**config.mk**
```make
export PLATFORM = sky130hd
export DESIGN_NAME = adc_result_avg
export DESIGN_NICKNAME = d
export VERILOG_FILES = /design/src/rtl/adc_result_avg.sv
export SDC_FILE = /design/constraint.sdc
export NUM_CORES = 1
export LEC_CHECK = 0
export BUFFER_PORTS_ARGS = -buffer_cell sky130_fd_sc_hd__buf_4
export CAP_MARGIN = 20
export CORE_ASPECT_RATIO = 0.5
export CORE_UTILIZATION = 60
export CTS_CLUSTER_SIZE = 14
export DETAILED_ROUTE_END_ITERATION = 8
export PLACE_DENSITY = 0.95
export SLEW_MARGIN = 20
export SYNTH_ARGS = -nofsm -noshare
export SYNTH_HDL_FRONTEND = slang
export SYNTH_SLANG_ARGS = --single-unit
```
**constraint.sdc**
```tcl
create_clock -name clk -period 5.3 [get_ports clk]
set_input_delay 0.265 -clock clk [delete_from_list [all_inputs] [get_ports clk]]
set_output_delay 0.265 -clock clk [all_outputs]
set_load 0.05 [all_outputs]
```
**src/rtl/adc_result_avg.sv**
```systemverilog
// Consumes self-timed SAR ADC conversions: synchronises adc_done, removes the calibrated
// comparator offset (when ADC_AVG_OFFSET_CORR_EN is defined), averages 2^N_LOG2 samples
// and presents each average on a valid/ready handshake.
module adc_result_avg #(
   parameter int RES_W  = 10,
   parameter int N_LOG2 = 2
) (
   input  logic             clk,
   input  logic             rst,
   input  logic             adc_done,
   input  logic [RES_W-1:0] result,
   input  logic             cal,
   input  logic             avg_ready,
   output logic [RES_W-1:0] avg_out,
   output logic             avg_valid,
   output logic [RES_W:0]   offset_out,
   output logic             overrun
);

   localparam int ACC_W   = RES_W + N_LOG2;
   localparam int CNT_W   = (N_LOG2 > 0) ? N_LOG2 : 1;
   localparam int CNT_MAX = (1 << N_LOG2) - 1;

   localparam logic [0:0] EMPTY = 1'b0;
   localparam logic [0:0] FULL  = 1'b1;

   logic [2:0]       doneSync_q;
   logic [1:0]       calSync_q;
   logic             donePulse;

   logic             captVld_q;
   logic             isCal_q;
   logic [RES_W-1:0] sample_q;

   logic             corrVld_q;
   logic [RES_W-1:0] corr_q;
   logic [RES_W-1:0] corr_d;
   logic             calClear;

   logic [ACC_W-1:0] acc_q, acc_d;
   logic [CNT_W-1:0] cnt_q, cnt_d;
   logic [ACC_W-1:0] accSum;
   logic             avgDone;
   logic [RES_W-1:0] avgNew;

   logic [0:0]       state_q, state_d;
   logic [RES_W-1:0] avgOut_q, avgOut_d;
   logic             overrun_q, overrun_d;

   // Two-flop synchronisers plus a third flop on done for rising-edge detection.
   always_ff @(posedge clk or posedge rst) begin
      if (rst) begin
         doneSync_q <= '0;
         calSync_q  <= '0;
      end else begin
         doneSync_q <= {doneSync_q[1:0], adc_done};
         calSync_q  <= {calSync_q[0], cal};
      end
   end

   assign donePulse = doneSync_q[1] & ~doneSync_q[2];

   // CAPT stage: result is held stable by the ADC until the next conversion starts.
   always_ff @(posedge clk or posedge rst) begin
      if (rst) begin
         captVld_q <= 1'b0;
         isCal_q   <= 1'b0;
         sample_q  <= '0;
      end else begin
         captVld_q <= donePulse;
         if (donePulse) begin
            sample_q <= result;
            isCal_q  <= calSync_q[1];
         end
      end
   end

   assign calClear = captVld_q & isCal_q;

`ifdef ADC_AVG_OFFSET_CORR_EN
   localparam logic [RES_W:0] MID_CODE = (RES_W+1)'(2 ** (RES_W - 1));

   logic [RES_W:0]   offset_q;
   logic [RES_W+1:0] corrFull;

   always_ff @(posedge clk or posedge rst) begin
      if (rst) begin
         offset_q <= '0;
      end else if (calClear) begin
         offset_q <= {1'b0, sample_q} - MID_CODE;
      end
   end

   // Corrected value spans -(2^(RES_W-1)-1) .. 1.5*2^RES_W, so the top two bits decide the clamp.
   always_comb begin
      corrFull = {2'b00, sample_q} - {offset_q[RES_W], offset_q};
      corr_d   = corrFull[RES_W-1:0];
      if (corrFull[RES_W+1]) begin
         corr_d = '0;
      end else if (corrFull[RES_W]) begin
         corr_d = '1;
      end
   end

   assign offset_out = offset_q;
`else
   always_comb begin
      corr_d = sample_q;
   end

   assign offset_out = '0;
`endif

   // CORR stage: calibration samples never reach the accumulator.
   always_ff @(posedge clk or posedge rst) begin
      if (rst) begin
         corrVld_q <= 1'b0;
         corr_q    <= '0;
      end else begin
         corrVld_q <= captVld_q & ~isCal_q;
         if (captVld_q & ~isCal_q) begin
            corr_q <= corr_d;
         end
      end
   end

   assign accSum = acc_q + ACC_W'(corr_q);
   assign avgNew = accSum[ACC_W-1:N_LOG2];

   // ACC stage: a calibration sample in CORR discards any partial block.
   always_comb begin
      acc_d   = acc_q;
      cnt_d   = cnt_q;
      avgDone = 1'b0;
      if (corrVld_q) begin
         if (cnt_q == CNT_W'(CNT_MAX)) begin
            acc_d   = '0;
            cnt_d   = '0;
            avgDone = 1'b1;
         end else begin
            acc_d = accSum;
            cnt_d = cnt_q + CNT_W'(1);
         end
      end
      if (calClear) begin
         acc_d = '0;
         cnt_d = '0;
      end
   end

   always_ff @(posedge clk or posedge rst) begin
      if (rst) begin
         acc_q <= '0;
         cnt_q <= '0;
      end else begin
         acc_q <= acc_d;
         cnt_q <= cnt_d;
      end
   end

   // Single-entry output slot; a full, unaccepted slot drops new averages and flags overrun.
   always_comb begin
      state_d   = state_q;
      avgOut_d  = avgOut_q;
      overrun_d = overrun_q;
      case (state_q)
         EMPTY: begin
            if (avgDone) begin
               state_d  = FULL;
               avgOut_d = avgNew;
            end
         end
         default: begin
            if (avg_ready) begin
               if (avgDone) begin
                  avgOut_d = avgNew;
               end else begin
                  state_d = EMPTY;
               end
            end else if (avgDone) begin
               overrun_d = 1'b1;
            end
         end
      endcase
   end

   always_ff @(posedge clk or posedge rst) begin
      if (rst) begin
         state_q   <= EMPTY;
         avgOut_q  <= '0;
         overrun_q <= 1'b0;
      end else begin
         state_q   <= state_d;
         avgOut_q  <= avgOut_d;
         overrun_q <= overrun_d;
      end
   end

   assign avg_out   = avgOut_q;
   assign avg_valid = (state_q == FULL);
   assign overrun   = overrun_q;

endmodule

```
## Word level (Yosys, flattened, before mapping)

Index checks and enable logic that the tools add are counted.

- Register bits after elaboration: 54
- Input port bits: 15
- Output and inout port bits: 23
- Logic and storage cells: 38

- $add $sub $neg: 2
- Equality and inequality tests: 2
- Muxes and demuxes: 14
- Bitwise logic cells: 6
- Reductions and logical operators: 2

Operators with widths:

| operator | number |
|---|---|
| 12-bit two-way mux | 3 |
| 10-bit two-way mux | 3 |
| 12-bit by 10-bit adder with 12-bit output | 1 |
| 2-bit two-way mux | 3 |
| 1-bit two-way mux | 5 |
| 1-bit AND | 3 |
| 1-bit inverter | 3 |
| 3-bit AND reduction | 1 |
| 2-bit by 1-bit adder with 2-bit output (second input constant) | 1 |
| 2-bit equality test (second input constant) | 1 |
| 2-bit != test (second input constant) | 1 |
| 2-bit nonzero test | 1 |

## Depth between registers and ports, before layout

- Depth in word-level cells: 6
- Depth in mapped cells: 9
- Gate-level depth less buffers: 9

## Worst setup path before layout

Ideal clock, no wire load.

- Path kind: reg2reg
- Start point: register corr_q[0]
- End point: register avgOut_q[8], in the netlist avg_out[8]
- Setup time: 0.131 ns
- Data arrival time: 1.958 ns
- Data required time: 5.169 ns
- Setup slack: 3.212 ns
- Stages on the path, launching flop included: 10
- Buffers on the path: 0
- Period minus slack after synthesis: 2.088 ns
- Cells stage by stage: dfrtp_1 > ha_1 > inv_1 > fa_1 > nor2b_4 > o31a_4 > o32a_4 > a31oi_4 > xor2_1 > o21ai_1

- Cells in the longest elaborated chain, start to end: 4

Ends and longest elaborated chain:

| item | line | RTL |
|---|---|---|
| start: declaration | 36 | `logic [RES_W-1:0] corr_q;` |
| start signal: assignment | 122 | `corr_q <= corr_d;` |
| 12-bit by 10-bit adder with 12-bit output (*) | 127 | `assign accSum = acc_q + ACC_W'(corr_q);` |
| 10-bit two-way mux (*) | 168, 175 |  |
| 10-bit two-way mux | 174 | `if (avg_ready) begin` |
| 10-bit two-way mux (*) | 166 | `case (state_q)` |
| end signal: assignment | 194 | `avgOut_q <= avgOut_d;` |
| end: declaration | 47 | `logic [RES_W-1:0] avgOut_q, avgOut_d;` |

Every way passes the cells marked *; elsewhere a longest branch is shown, timed or not. The select of a mux whose other input is x is not followed.
A chain may end at the register's enable or synchronous reset.

## Worst setup path in the final report

- Start point: register corr_q[3]
- End point: register avgOut_q[9], in the netlist avg_out[9]

The elaborated chain is that of the path after synthesis.

==> reports/qor.yml <==
p_total_mw: 1.443
finalHoldViolations: 0
postCtsResizedCells: 0
core_area_um2: 3944
die_height_um: 47.70
start_kind: "flip-flop"
place_area_um2: 2705
cts_buffers: 5
cts_buffer_depth: 2
cts_max_level: 2
cts_hold_buf: 0
fp.dieW_um: 93.40
netlist_top_cells_area: "dfrtp_1 (54%), mux2_2 (11%), ha_1 (5.5%)"
power.density_nw_per_um2: 515.7
via_per_inst: 5.712
grt_pass1_wl_mm: 7.300
p_leak_nw: 1.360
crit_start: "corr_q[3]$_DFFE_PP0P_"
die-area_um2: 4455
skew_ps: 6.826
io_buffer_count: 26
slew_violations: 0
hold_path_class: "in2reg"
rrSetupSlack_ps: 3050
num_rows: 16
grt_pass1_vias: 1449
io_pins: 38
grtUsageMet2_pct: 37.65
design_area_um2: 2798
groute.usage.overall_pct: 23.11
diodes: 0
syn_area_um2: 2506
crit_arrival_ps: 2420
relSlewSlack_pct: 27.85
setup_viol_count_final: 0
r2r_start: "corr_q[3]$_DFFE_PP0P_"
grt_busiest_layer: "met2"
worst_setup_path_end_kind: "flip-flop"
max_clock_freq_ghz: 0.4435
cp_max_fo: 5
initial_core_util_pct: 63.55
grt_setup_unrepaired: "no"
grt_use_met1_pct: 31.95
synthesis.instances: 203
dr.pass1.iters: 4
status: "complete, no violations"
worstSetupEndpoint: "avg_out[9]$_DFFE_PP0P_"
critical_path_class: "reg2reg"
ys.warnings.count: 0
grt.overflow.total: 0
antenna_found_initial: 0
grt.met3_usage_pct: 5.238
min_period_over_period_pct: 42.54
syn2layout_area_growth_pct: 11.63
drc: 0
cts-root-buf: "clkbuf_8"
syn_avg_cell_area_um2: 12.35
ys_seq_area_share_pct: 53.92
cap_violations: 0
detail-route-antenna-nets: 0
grt_max_degree: 55
hold_ws_ps: 58.83
wl_per_cell_um: 16.15
setup_tns_ps: 0
postCtsSetupRepairBufs: 0
finalCriticalPeriod_ps: 2255
cts_tree: "built"
final_common_cell: "dfrtp_1"
synth_top_area_share_pct: 53.92
ys_seq_elements: 54
vias: 1628
yosysTopAreaCell: "dfrtp_1"
clock_latency_ps: 310
drive_gt1_share_pct: 27.71
first_iter_violations: 69
cts.clk_slew.worst_paths_ps: 90
ir_drop_v: 0.0001983
worst_slew_pin_slew_ps: 1082
yosys.cell_types.count: 37
reg2reg_to: "avg_out[9]$_DFFE_PP0P_"
reg2reg_depth: 7
layout_common_cells: "dfrtp_1 (54), buf_4 (26), mux2_2 (25), nand2_1 (19), o21ai_0 (12)"
nNetsFinal: 257
finalWeightedCongestion: 0.9080
cts.sinks: 54
drt_wl_total_mm: 4.603
dpl.hpwl_mm: 3.318
crit_required_ps: 5470
routing by layer:
layer | vias up | wire (um) | part of all wire [%]
met2 | 65 | 2057 | 45
li1 | 750 | - | -
met1 | 804 | 2213 | 48
met4 | 0 | 70 | 1.5
met5 | - | 0 | 0
met3 | 9 | 262 | 5.7
logic make-up after synthesis:
group | after synthesis | synth area share [%]
compound gates | 42 | 12.48
xor+xnor | 9 | 3.145
fa+ha+maj | 12 | 6.291
buf+inv | 21 | 4.793
flops | 54 | 53.92
mux | 26 | 11.63
other cells | 1 | 0.1496
simple gates | 38 | 7.589
per-stage QoR:
step / cells / util, % / setup WS [ps]
4_1_cts: 285 / 70.91 / 3070
3_5_place_dp: 277 / 68.59 / 3089
3_3_place_gp: 277 / 68.59 / 3159
5_1_grt: 285 / 70.94 / 2941
2_1_floorplan: 213 / - / 3212
6_report: 285 / 70.94 / 3045
synth_stat cells, drive strengths merged:
cell type	n
dfrtp	54
mux2	25
nand2	19
o21ai	13
buf	11
ha	11
a21oi	7
a22o	6
nand3	6
clkbuf	5
inv	5
xnor2	5
a21o	4
o21a	4
xor2	4
nor2b	3
a31oi	2
nand4	2
nor2	2
or3	2
a211o	1
a41oi	1
and2	1
and3b	1
conb	1
fa	1
mux2i	1
nand2b	1
nand3b	1
o21bai	1
o31a	1
o31ai	1
o32a	1
layout make-up:
type                    instances  area (um2)
flip-flops and latches         54        1351
fillers                       252        1146
multi-input cells             138        1072
repair buffers                 26       195.2
clock buffers                   7       86.33
well taps                      54       67.56
inverters                       5       20.02
clock inverters                 1       5.005
where the power goes:
group	internal [mW]	switching [mW]
logic	0.256	0.372
registers	0.513	0.0678
clock network	0.106	0.129
total	0.874	0.569
state kept, by name, summed over array words and instances (netlist names):
name	cells
acc_q	12
overrun	1
captVld_q	1
isCal_q	1
calSync_q	2
avg_out	10
cnt_q	2
corrVld_q	1
doneSync_q	3
avg_valid	1
corr_d	10
corr_q	10
worst min path at each step:
stage / startpoint / to / slack, ps / cells after the start
4_1_cts: cal / calSync_q[0]$_DFF_PP0_ / 60 / 1
5_1_grt: adc_done / doneSync_q[0]$_DFF_PP0_ / 60 / 1
3_5_place_dp: calSync_q[0]$_DFF_PP0_ / calSync_q[1]$_DFF_PP0_ / 330 / 0
2_1_floorplan: cal / calSync_q[0]$_DFF_PP0_ / 300 / 0
6_report: cal / calSync_q[0]$_DFF_PP0_ / 60 / 1
3_3_place_gp: calSync_q[0]$_DFF_PP0_ / calSync_q[1]$_DFF_PP0_ / 330 / 0
critical path, stage by stage, from the launching register on:
cell and delay (ps):
dfrtp_1 400, ha_1 380, a21o_1 200, a21oi_1 260, a21oi_1 140, o31ai_1 470, xor2_1 170, o21ai_0 80
Power figures use the tool's default switching activity.
